### src/rtl/alu_pkg.sv
// Shared opcode and state definitions for the sequential ALU.
package alu_pkg;

  typedef enum logic [3:0] {
    OP_AND   = 4'b0000,
    OP_OR    = 4'b0001,
    OP_ADD   = 4'b0010,
    OP_SLTU  = 4'b0011,
    OP_SUB   = 4'b0110,
    OP_SLT   = 4'b0111,
    OP_MULTU = 4'b1000,
    OP_DIVU  = 4'b1001
  } alu_op_t;

  typedef enum logic [1:0] {
    S_IDLE = 2'd0,
    S_MUL  = 2'd1,
    S_DIV  = 2'd2,
    S_DONE = 2'd3
  } alu_state_t;

endpackage

### src/rtl/add_sub_nb.sv
// Shared WIDTH-bit adder/subtractor with carry out.
module add_sub_nb #(
  parameter int WIDTH = 32
) (
  input  logic [WIDTH-1:0] a,
  input  logic [WIDTH-1:0] b,
  input  logic             sub,
  output logic [WIDTH-1:0] sum,
  output logic             c_out
);

  logic [WIDTH-1:0] bx;
  logic [WIDTH:0]   full;

  assign bx   = sub ? ~b : b;
  assign full = {1'b0, a} + {1'b0, bx}
              + {{WIDTH{1'b0}}, sub};
  assign sum   = full[WIDTH-1:0];
  assign c_out = full[WIDTH];

endmodule

### src/rtl/alu_seq.sv
// Sequential ALU: 1-cycle logic/arith, bit-serial MULTU and DIVU.
// DIVU and its state are built only when ALU_SEQ_DIV_EN is defined.
module alu_seq
  import alu_pkg::*;
#(
  parameter int WIDTH = 32
) (
  input  logic             clk,
  input  logic             rst_n,
  input  logic             in_valid,
  output logic             in_ready,
  input  logic [3:0]       op,
  input  logic [WIDTH-1:0] src_a,
  input  logic [WIDTH-1:0] src_b,
  output logic             out_valid,
  input  logic             out_ready,
  output logic [WIDTH-1:0] result_lo,
  output logic [WIDTH-1:0] result_hi,
  output logic             zero,
  output logic             op_err
);

  localparam int CW = $clog2(WIDTH) + 1;

  alu_state_t       state_q, state_d;
  logic [WIDTH-1:0] a_q, a_d;
  logic [WIDTH-1:0] hi_q, hi_d;
  logic [WIDTH-1:0] lo_q, lo_d;
  logic [CW-1:0]    cnt_q, cnt_d;
  logic             zero_q, zero_d;
  logic             err_q, err_d;

  logic [WIDTH-1:0] add_a, add_b, sum;
  logic             add_sub, c_out;
  logic             accept, last, slt, sltu;

  assign in_ready  = (state_q == S_IDLE);
  assign out_valid = (state_q == S_DONE);
  assign accept    = in_valid & in_ready;
  assign result_lo = lo_q;
  assign result_hi = hi_q;
  assign zero      = zero_q;
  assign op_err    = err_q;
  assign last      = (cnt_q == CW'(WIDTH - 1));

  add_sub_nb #(.WIDTH(WIDTH)) u_add (
    .a     (add_a),
    .b     (add_b),
    .sub   (add_sub),
    .sum   (sum),
    .c_out (c_out)
  );

  // Adder input steering: operands in IDLE, partial product or trial subtract otherwise
  always_comb begin
    add_a   = src_a;
    add_b   = src_b;
    add_sub = (op == OP_SUB) || (op == OP_SLT)
           || (op == OP_SLTU);
    unique case (1'b1)
      (state_q == S_MUL): begin
        add_a   = hi_q;
        add_b   = a_q;
        add_sub = 1'b0;
      end
`ifdef ALU_SEQ_DIV_EN
      (state_q == S_DIV): begin
        add_a   = {hi_q[WIDTH-2:0], lo_q[WIDTH-1]};
        add_b   = a_q;
        add_sub = 1'b1;
      end
`endif
      default: ;
    endcase
  end

  assign slt  = (src_a[WIDTH-1] != src_b[WIDTH-1])
              ? src_a[WIDTH-1] : sum[WIDTH-1];
  assign sltu = ~c_out;

`ifdef ALU_SEQ_DIV_EN
  logic ge;
  // Shifted-out remainder MSB means the trial difference cannot go negative
  assign ge = hi_q[WIDTH-1] | c_out;
`endif

  always_comb begin
    state_d = state_q;
    a_d     = a_q;
    hi_d    = hi_q;
    lo_d    = lo_q;
    cnt_d   = cnt_q;
    zero_d  = zero_q;
    err_d   = err_q;
    unique case (state_q)
      S_IDLE: begin
        if (accept) begin
          state_d = S_DONE;
          cnt_d   = '0;
          hi_d    = '0;
          lo_d    = '0;
          zero_d  = 1'b0;
          err_d   = 1'b0;
          unique case (op)
            OP_AND:  lo_d = src_a & src_b;
            OP_OR:   lo_d = src_a | src_b;
            OP_ADD:  lo_d = sum;
            OP_SUB:  lo_d = sum;
            OP_SLT:  lo_d = {{(WIDTH-1){1'b0}}, slt};
            OP_SLTU: lo_d = {{(WIDTH-1){1'b0}}, sltu};
            OP_MULTU: begin
              a_d     = src_a;
              lo_d    = src_b;
              state_d = S_MUL;
            end
`ifdef ALU_SEQ_DIV_EN
            OP_DIVU: begin
              if (src_b == '0) begin
                lo_d = '1;
                hi_d = src_a;
              end else begin
                a_d     = src_b;
                lo_d    = src_a;
                state_d = S_DIV;
              end
            end
`endif
            default: err_d = 1'b1;
          endcase
        end
      end
      S_MUL: begin
        cnt_d = cnt_q + 1'b1;
        if (lo_q[0]) begin
          hi_d = {c_out, sum[WIDTH-1:1]};
          lo_d = {sum[0], lo_q[WIDTH-1:1]};
        end else begin
          hi_d = {1'b0, hi_q[WIDTH-1:1]};
          lo_d = {hi_q[0], lo_q[WIDTH-1:1]};
        end
        if (last) state_d = S_DONE;
      end
`ifdef ALU_SEQ_DIV_EN
      S_DIV: begin
        cnt_d = cnt_q + 1'b1;
        hi_d  = ge ? sum
                   : {hi_q[WIDTH-2:0], lo_q[WIDTH-1]};
        lo_d  = {lo_q[WIDTH-2:0], ge};
        if (last) state_d = S_DONE;
      end
`endif
      S_DONE: begin
        if (out_ready) state_d = S_IDLE;
      end
      default: state_d = S_IDLE;
    endcase
    if (state_q != S_DONE && state_d == S_DONE)
      zero_d = (lo_d == '0);
  end

  always_ff @(posedge clk or negedge rst_n) begin
    if (!rst_n) begin
      state_q <= S_IDLE;
      a_q     <= '0;
      hi_q    <= '0;
      lo_q    <= '0;
      cnt_q   <= '0;
      zero_q  <= 1'b0;
      err_q   <= 1'b0;
    end else begin
      state_q <= state_d;
      a_q     <= a_d;
      hi_q    <= hi_d;
      lo_q    <= lo_d;
      cnt_q   <= cnt_d;
      zero_q  <= zero_d;
      err_q   <= err_d;
    end
  end

endmodule

### config.mk
export PLATFORM = sky130hd
export DESIGN_NAME = alu_seq
export DESIGN_NICKNAME = d
export VERILOG_FILES = /design/src/rtl/alu_pkg.sv /design/src/rtl/add_sub_nb.sv /design/src/rtl/alu_seq.sv
export SDC_FILE = /design/constraint.sdc
export NUM_CORES = 1
export LEC_CHECK = 0
export ABC_AREA = 1
export BUFFER_PORTS_ARGS = -buffer_cell sky130_fd_sc_hd__buf_2
export CORE_UTILIZATION = 59
export DETAILED_ROUTE_END_ITERATION = 6
export PLACE_DENSITY = 0.82
export SLEW_MARGIN = 25
export SYNTH_ARGS = -nofsm -noshare
export SYNTH_HDL_FRONTEND = slang
export SYNTH_HIERARCHICAL = 1
export SYNTH_SLANG_ARGS = --single-unit
### constraint.sdc
create_clock -name clk -period 4.65 [get_ports clk]
set_input_delay 0.93 -clock clk [delete_from_list [all_inputs] [get_ports clk]]
set_output_delay 0.93 -clock clk [all_outputs]
set_load 0.05 [all_outputs]
Word-level counts from Yosys, hierarchy flattened
Index checks and enable logic that the tools add are counted.
W data, S select, Z words.
{"block": "word_totals", "ff_bits": 106, "word_cells": 66, "output_inout_bits": 68, "input_bits": 72}
{"block": "op_classes", "bitwise": 5, "addsub": 3, "mux": 23, "reduce_logical": 15, "n_eq_ne": 13}
{"cell": "$mux W32", "n": 7}
{"cell": "$pmux W32 S6", "n": 1}
{"cell": "$pmux W32 S2", "n": 2}
{"cell": "$add A32 B32 Y33", "n": 1}
{"cell": "$add A33 B1 Y33", "n": 1}
{"cell": "$and A32 B32 Y32", "n": 1}
{"cell": "$logic_not A32 Y1", "n": 1}
{"cell": "$not A32 Y32", "n": 1}
{"cell": "$or A32 B32 Y32", "n": 1}
{"cell": "$pmux W6 S2", "n": 1}
{"cell": "$eq A4 B2 Y1 const B", "n": 2}
{"cell": "$eq A4 B3 Y1 const B", "n": 2}
{"cell": "$mux W2", "n": 4}
{"cell": "$reduce_or A7 Y1", "n": 1}
{"cell": "$add A6 B1 Y6 const B", "n": 1}
{"cell": "$eq A6 B5 Y1 const B", "n": 1}
{"cell": "$mux W1", "n": 6}
{"cell": "$mux W6", "n": 1}
{"cell": "$pmux W2 S3", "n": 1}
{"cell": "$reduce_and A2 Y1", "n": 3}
{"cell": "$reduce_bool A2 Y1", "n": 3}
{"cell": "$eq A2 B2 Y1 const B", "n": 2}
{"cell": "$eq A4 B1 Y1 const B", "n": 1}
{"cell": "$eq A4 B4 Y1 const B", "n": 1}
{"cell": "12 further kinds", "n": 13}

Depth between registers and ports, before layout
{"block": "depth", "depth_word": 13, "depth_mapped": 35, "mapped_depth_nobuf": 32}

By module
The synthesis kept the hierarchy.
{"module": "alu_seq", "cells_each": 1096, "n_inst": 1, "seq_area_each_um2": 2652.5, "area_each_um2": 7180.6}
{"module": "add_sub_nb", "cells_each": 484, "n_inst": 1, "seq_area_each_um2": 0.0, "area_each_um2": 2627.5}

Worst setup path after synthesis
Ideal clock, no wire load.
{"block": "synth_path", "path_kind": "register -> register", "start": "register state_q[1]", "end": "register zero_q (netlist: zero)", "required_ns": 4.583, "path_slack_ns": 0.638, "arrival_ns": 3.945, "period_less_slack_ns": 4.012, "path_buffers": 6, "setup_ns": 0.067, "path_stages_with_launch": 31, "cell_sequence": "dfrtp_1 -> buf_2 -> nor2_1 -> buf_2 -> buf_2 -> buf_1 -> nor3_1 -> buf_4 -> buf_2 -> xor2_1 -> ha_1 -> a21oi_1 -> and2_4 -> nor2_2 -> nor2_1 -> nand2_2 -> nand2_1 -> nand2_1 -> nand2_1 -> nand2_1 -> nand4_1 -> nand2_1 -> o21ai_1 -> nand2_1 -> a21oi_1 -> nand2_1 -> nor2_1 -> nand2_1 -> nor2_1 -> nand2_1 -> nand2_1"}
{"block": "synth_between", "elab_cells_between_ends": 29, "classes_between": "add/sub: 2; eq/ne: 4; mux: 14; bitwise: 3; reduce/logical: 6"}
{"item": "from (decl)", "line_no": "alu_seq.sv:25", "source": "alu_state_t state_q, state_d;"}
{"item": "from (signal assigned)", "line_no": "alu_seq.sv:171", "source": "state_q <= state_d;"}
{"item": "$eq A2 B1 Y1 *", "line_no": "alu_seq.sv:61", "source": "(state_q == S_MUL): begin"}
{"item": "$mux W1 *", "line_no": "alu_seq.sv:60", "source": "unique case (1'b1)"}
{"item": "named net add_sub", "line_no": "alu_seq.sv:34", "source": "logic add_sub, c_out;"}
{"item": "$mux W32", "line_no": "add_sub_nb.sv:15", "source": "assign bx = sub ? ~b : b;"}
{"item": "$add A32 B32 Y33", "line_no": "add_sub_nb.sv:16", "source": "assign full = {1'b0, a} + {1'b0, bx}"}
{"item": "$add A33 B1 Y33 *", "line_no": "add_sub_nb.sv:17", "source": "+ {{WIDTH{1'b0}}, sub};"}
{"item": "named net sum[23]", "line_no": "alu_seq.sv:33", "source": "logic [WIDTH-1:0] add_a, add_b, sum;"}
{"item": "$pmux W32 S6 *", "line_no": "alu_seq.sv:104", "source": "unique case (op)"}
{"item": "$mux W32 *", "line_no": "alu_seq.sv:97", "source": "if (accept) begin"}
{"item": "$pmux W32 S2 *", "line_no": "alu_seq.sv:95", "source": "unique case (state_q)"}
{"item": "$logic_not A32 Y1 *", "line_no": "alu_seq.sv:158", "source": "zero_d = (lo_d == '0);"}
{"item": "$mux W1 *", "line_no": "alu_seq.sv:157", "source": "if (state_q != S_DONE && state_d == S_DONE)"}
{"item": "to (signal assigned)", "line_no": "alu_seq.sv:176", "source": "zero_q <= zero_d;"}
{"item": "to (decl)", "line_no": "alu_seq.sv:30", "source": "logic zero_q, zero_d;"}
The timed path passes the listed nets; every way through them passes the cells marked *.
A chain may end at the register's enable or synchronous reset.

Worst setup path in the final report
{"block": "layout_path", "start": "input op[3]", "end": "register zero_q (netlist: zero)"}
{"block": "layout_between", "elab_cells_between_ends": 30, "classes_between": "add/sub: 2; eq/ne: 7; mux: 11; bitwise: 1; reduce/logical: 9"}
{"item": "from (decl)", "line_no": "alu_seq.sv:12", "source": "input logic [3:0] op,"}
{"item": "$eq A4 B3 Y1", "line_no": "alu_seq.sv:58", "source": "add_sub = (op == OP_SUB) || (op == OP_SLT)"}
{"item": "$logic_or A1 B1 Y1", "line_no": "alu_seq.sv:58"}
{"item": "$logic_or A1 B1 Y1 *", "line_no": "alu_seq.sv:59", "source": "|| (op == OP_SLTU);"}
{"item": "$mux W1 *", "line_no": "alu_seq.sv:60"}
{"item": "named net add_sub", "line_no": "alu_seq.sv:34"}
{"item": "$mux W32", "line_no": "add_sub_nb.sv:15"}
{"item": "$add A32 B32 Y33", "line_no": "add_sub_nb.sv:16"}
{"item": "$add A33 B1 Y33 *", "line_no": "add_sub_nb.sv:17"}
{"item": "named net sum[23]", "line_no": "alu_seq.sv:33"}
{"item": "$pmux W32 S6 *", "line_no": "alu_seq.sv:104"}
{"item": "$mux W32 *", "line_no": "alu_seq.sv:97"}
{"item": "$pmux W32 S2 *", "line_no": "alu_seq.sv:95"}
{"item": "$logic_not A32 Y1 *", "line_no": "alu_seq.sv:158"}
{"item": "$mux W1 *", "line_no": "alu_seq.sv:157"}
Marks and branches as above.

==> results.txt <==
Status -> finished, final reports clean
Endpoints failing setup -> 0
Total power -> 8.70 mW
Crit Path Max Fanout -> 19
Register Area -> 0.00265 mm^2
Floorplan core area -> 0.0161 mm^2
Initial DRC count -> 1263
CTS buffer count -> 9
Crit Reg-Reg Startpoint -> state_q[0]
Critical Path End Type -> register
Largest net degree at the start of global routing -> 68
CTS tree -> built
Arrival time at the worst endpoint -> 4.54 ns
Vias in the first global route -> 9972
Most frequent CP cell -> nand2_1
FF-to-FF setup slack -> 0.51 ns
Cell Area, Synth -> 0.00981 mm^2
Starting Density -> 0.611
Syn Inst Count -> 1580
Critical path launch point type -> primary input
Max-cap violation count -> 0
LEAKAGE -> 6.41 nW
Initial antenna violation count -> 0
Slew HR -> 0.409
Global-route usage over all layers -> 0.414
Fmax -> 0.236 GHz
Crit Path Class -> primary input to register
Clock transition at path regs -> 0.09 ns
Hold path depth -> 2
Die area -> 0.0171 mm^2
Worst-margin pin slew -> 0.880 ns
Post-cts sizing count -> 0
Post-CTS Setup Bufs -> 0
Cts hold-fix bufs -> 0
Internal Power -> 3.47 mW
Layout fillers -> 1448
Sw Ratio -> 0.601
Combinational power share -> 0.723
Die height -> 131 um
DRT Pass-1 Iters -> 5
Clk Latency, worst-skew pair -> 0.37 ns
FF-to-FF path depth -> 27
Type of the worst min-delay path -> register to register
Hold endpoint -> op_err
P_sw -> 5.23 mW
Detailed Route WL -> 34600 um
Area Overhead vs Synth -> 12.5%
Final clock skew -> 0.0112 ns
Hold Crit Start -> op_err
Via count -> 11000
Clock power frac -> 0.095
# diodes -> 0
Fin crit share -> 0.910
DP Area -> 0.0107 mm^2
Post-layout nets -> 1802
Peak VDD IR -> 0.504 mV
Async set-reset flop share out of synthesis -> 1.00
Most common flop cell mapped by yosys -> dfrtp_1
Post-route cell area -> 0.0110 mm^2
Critical-path top delay cell -> ha_1
Sum Neg Setup Slack -> 0 ns
Netlist cell types -> 43
Grt ovf -> 0
Share of layout cells above drive strength 1 -> 0.154
Port Buffer Count -> 139
Routability Congestion -> 1.09
Post-route ant nets -> 0
Routed vias/inst -> 5.77
Ys Warns -> 6
Syn_area_per_cell -> 6.21 um^2
Routed WL per cell -> 18.1 um
Final HPWL DP -> 25800 um
Die Wd -> 131 um
H-tree lvl count -> 3
Post-route DRC -> 0
Syn Nets -> 1690
PwrDens -> 789 mW/mm^2
First-pass GRT wire length -> 53100 um
Worst path required time -> 4.96 ns
Multi-input gate area -> 0.00596 mm^2
Longest Clk Path Bufs -> 2
Synth area leader -> dfrtp_1
CP delay by family, top -> simple AND/OR/NAND/NOR gates
Synth top area cells -> dfrtp_1 27%, nand2_1 19%, inv_1 8.6%, o21ai_0 5.8%, nor2_1 5.2%
Std cell rows -> 46
I/O Pins -> 140
Synth top area share -> 0.270
RSZ-0062 raised after global routing -> no
Final Hold Violating Endpoints -> 0
Reg power frac -> 0.182
Number of synthesized flops with an enable pin -> 0
Root Buffer Master -> clkbuf_16
Critical Path Max Stage Delay -> 0.33 ns
Seq/Total Area, Yosys -> 0.270
Final core utilization -> 0.687
Reg2reg end -> zero
Slew Viols, Final -> 0
Final Critical Period -> 4.23 ns
Seq cells post-synth -> 106
WP buf/inv -> 3
Worst hold margin -> 0.485 ns
Clock sinks -> 106
## power by group through the flow
stage / clock network, mW / registers (mW) / logic (mW)
final: 0.828 / 1.58 / 6.29
after global routing: 0.859 / 1.62 / 6.83
after CTS: 0.832 / 1.57 / 6.13
after detailed placement: 0 / 1.59 / 6.07
after global placement: 0 / 1.58 / 6.04
after floorplan: 0 / 2.23 / 3.71
## metrics by stage
step           cells  worst slack, ns
2_1_floorplan   1580            0.638
3_3_place_gp    1897            0.183
3_5_place_dp    1897            0.144
4_1_cts         1913            0.432
5_1_grt         1913           0.0864
6_report        1913            0.420
## flip-flops by register name (all words and copies together) (netlist names)
signal / flops
a_q: 32
result_hi: 32
result_lo: 32
cnt_q: 6
op_err: 1
zero: 1
state_q: 2
## area by class of cell
type                       instances  area share
multi-input combinational       1173       0.540
sequential                       106       0.241
timing repair buffer             169      0.0874
inverter                         233      0.0795
tap                              216      0.0245
clock buffer                       9      0.0204
clock inverter                     7     0.00726
## worst max path at each step
stage	cells after the start	slack (ns)	from	to
6_report	27	0.42	op[3]	zero
3_5_place_dp	26	0.14	op[0]	zero
5_1_grt	27	0.09	op[3]	zero
4_1_cts	26	0.43	op[0]	zero
2_1_floorplan	30	0.64	state_q[1]	zero
3_3_place_gp	26	0.18	op[0]	zero
## metal layers
layer	routed length (um)	up-vias	GRT usage
met5	0	-	0
met4	1690	0	0.210
met3	3390	112	0.0651
met2	15700	718	0.671
met1	13800	4991	0.535
li1	-	5223	-
## cell usage after synthesis (all sizes together) (2+ instances only)
| cell | instances |
|---|---|
| or2 | 2 |
| ha | 37 |
| dfrtp | 106 |
| a21oi | 90 |
| clkbuf | 24 |
| nand4 | 14 |
| nor2 | 145 |
| o21ai | 132 |
| o211ai | 7 |
| nand2 | 527 |
| and2 | 2 |
| a22o | 2 |
| nor3 | 8 |
| nand3b | 6 |
| o22ai | 41 |
| o21bai | 5 |
| mux2 | 20 |
| nand3 | 81 |
| xnor2 | 4 |
| inv | 232 |
| buf | 44 |
| xor2 | 45 |
## worst min-delay path, stage by stage, from the launching register on
cell     delay, ns
dfrtp_1       0.35
nand2_1       0.06
nand2_1       0.05
## kinds of logic after synthesis
logic type | Yosys count | synth area share
AOI/OAI and AO/OA | 280 | 0.155
xor gates and xnor gates | 49 | 0.0438
adders and majority gates | 38 | 0.0492
buffers and inverters | 301 | 0.124
DFF | 106 | 0.270
muxes | 20 | 0.0230
and+or+nand+nor | 786 | 0.334
## cells in the final DEF (no fill, tap or decap), drive strengths merged, types with 37 or more instances in the layout
cell	synthesis	final
nand2	527	527
ha	37	37
nand3	81	81
buf	44	169
o22ai	41	41
a21oi	90	90
xor2	45	45
o21ai	132	132
nor2	145	145
inv	232	237
dfrtp	106	106
Power figures use the tool's default switching activity.
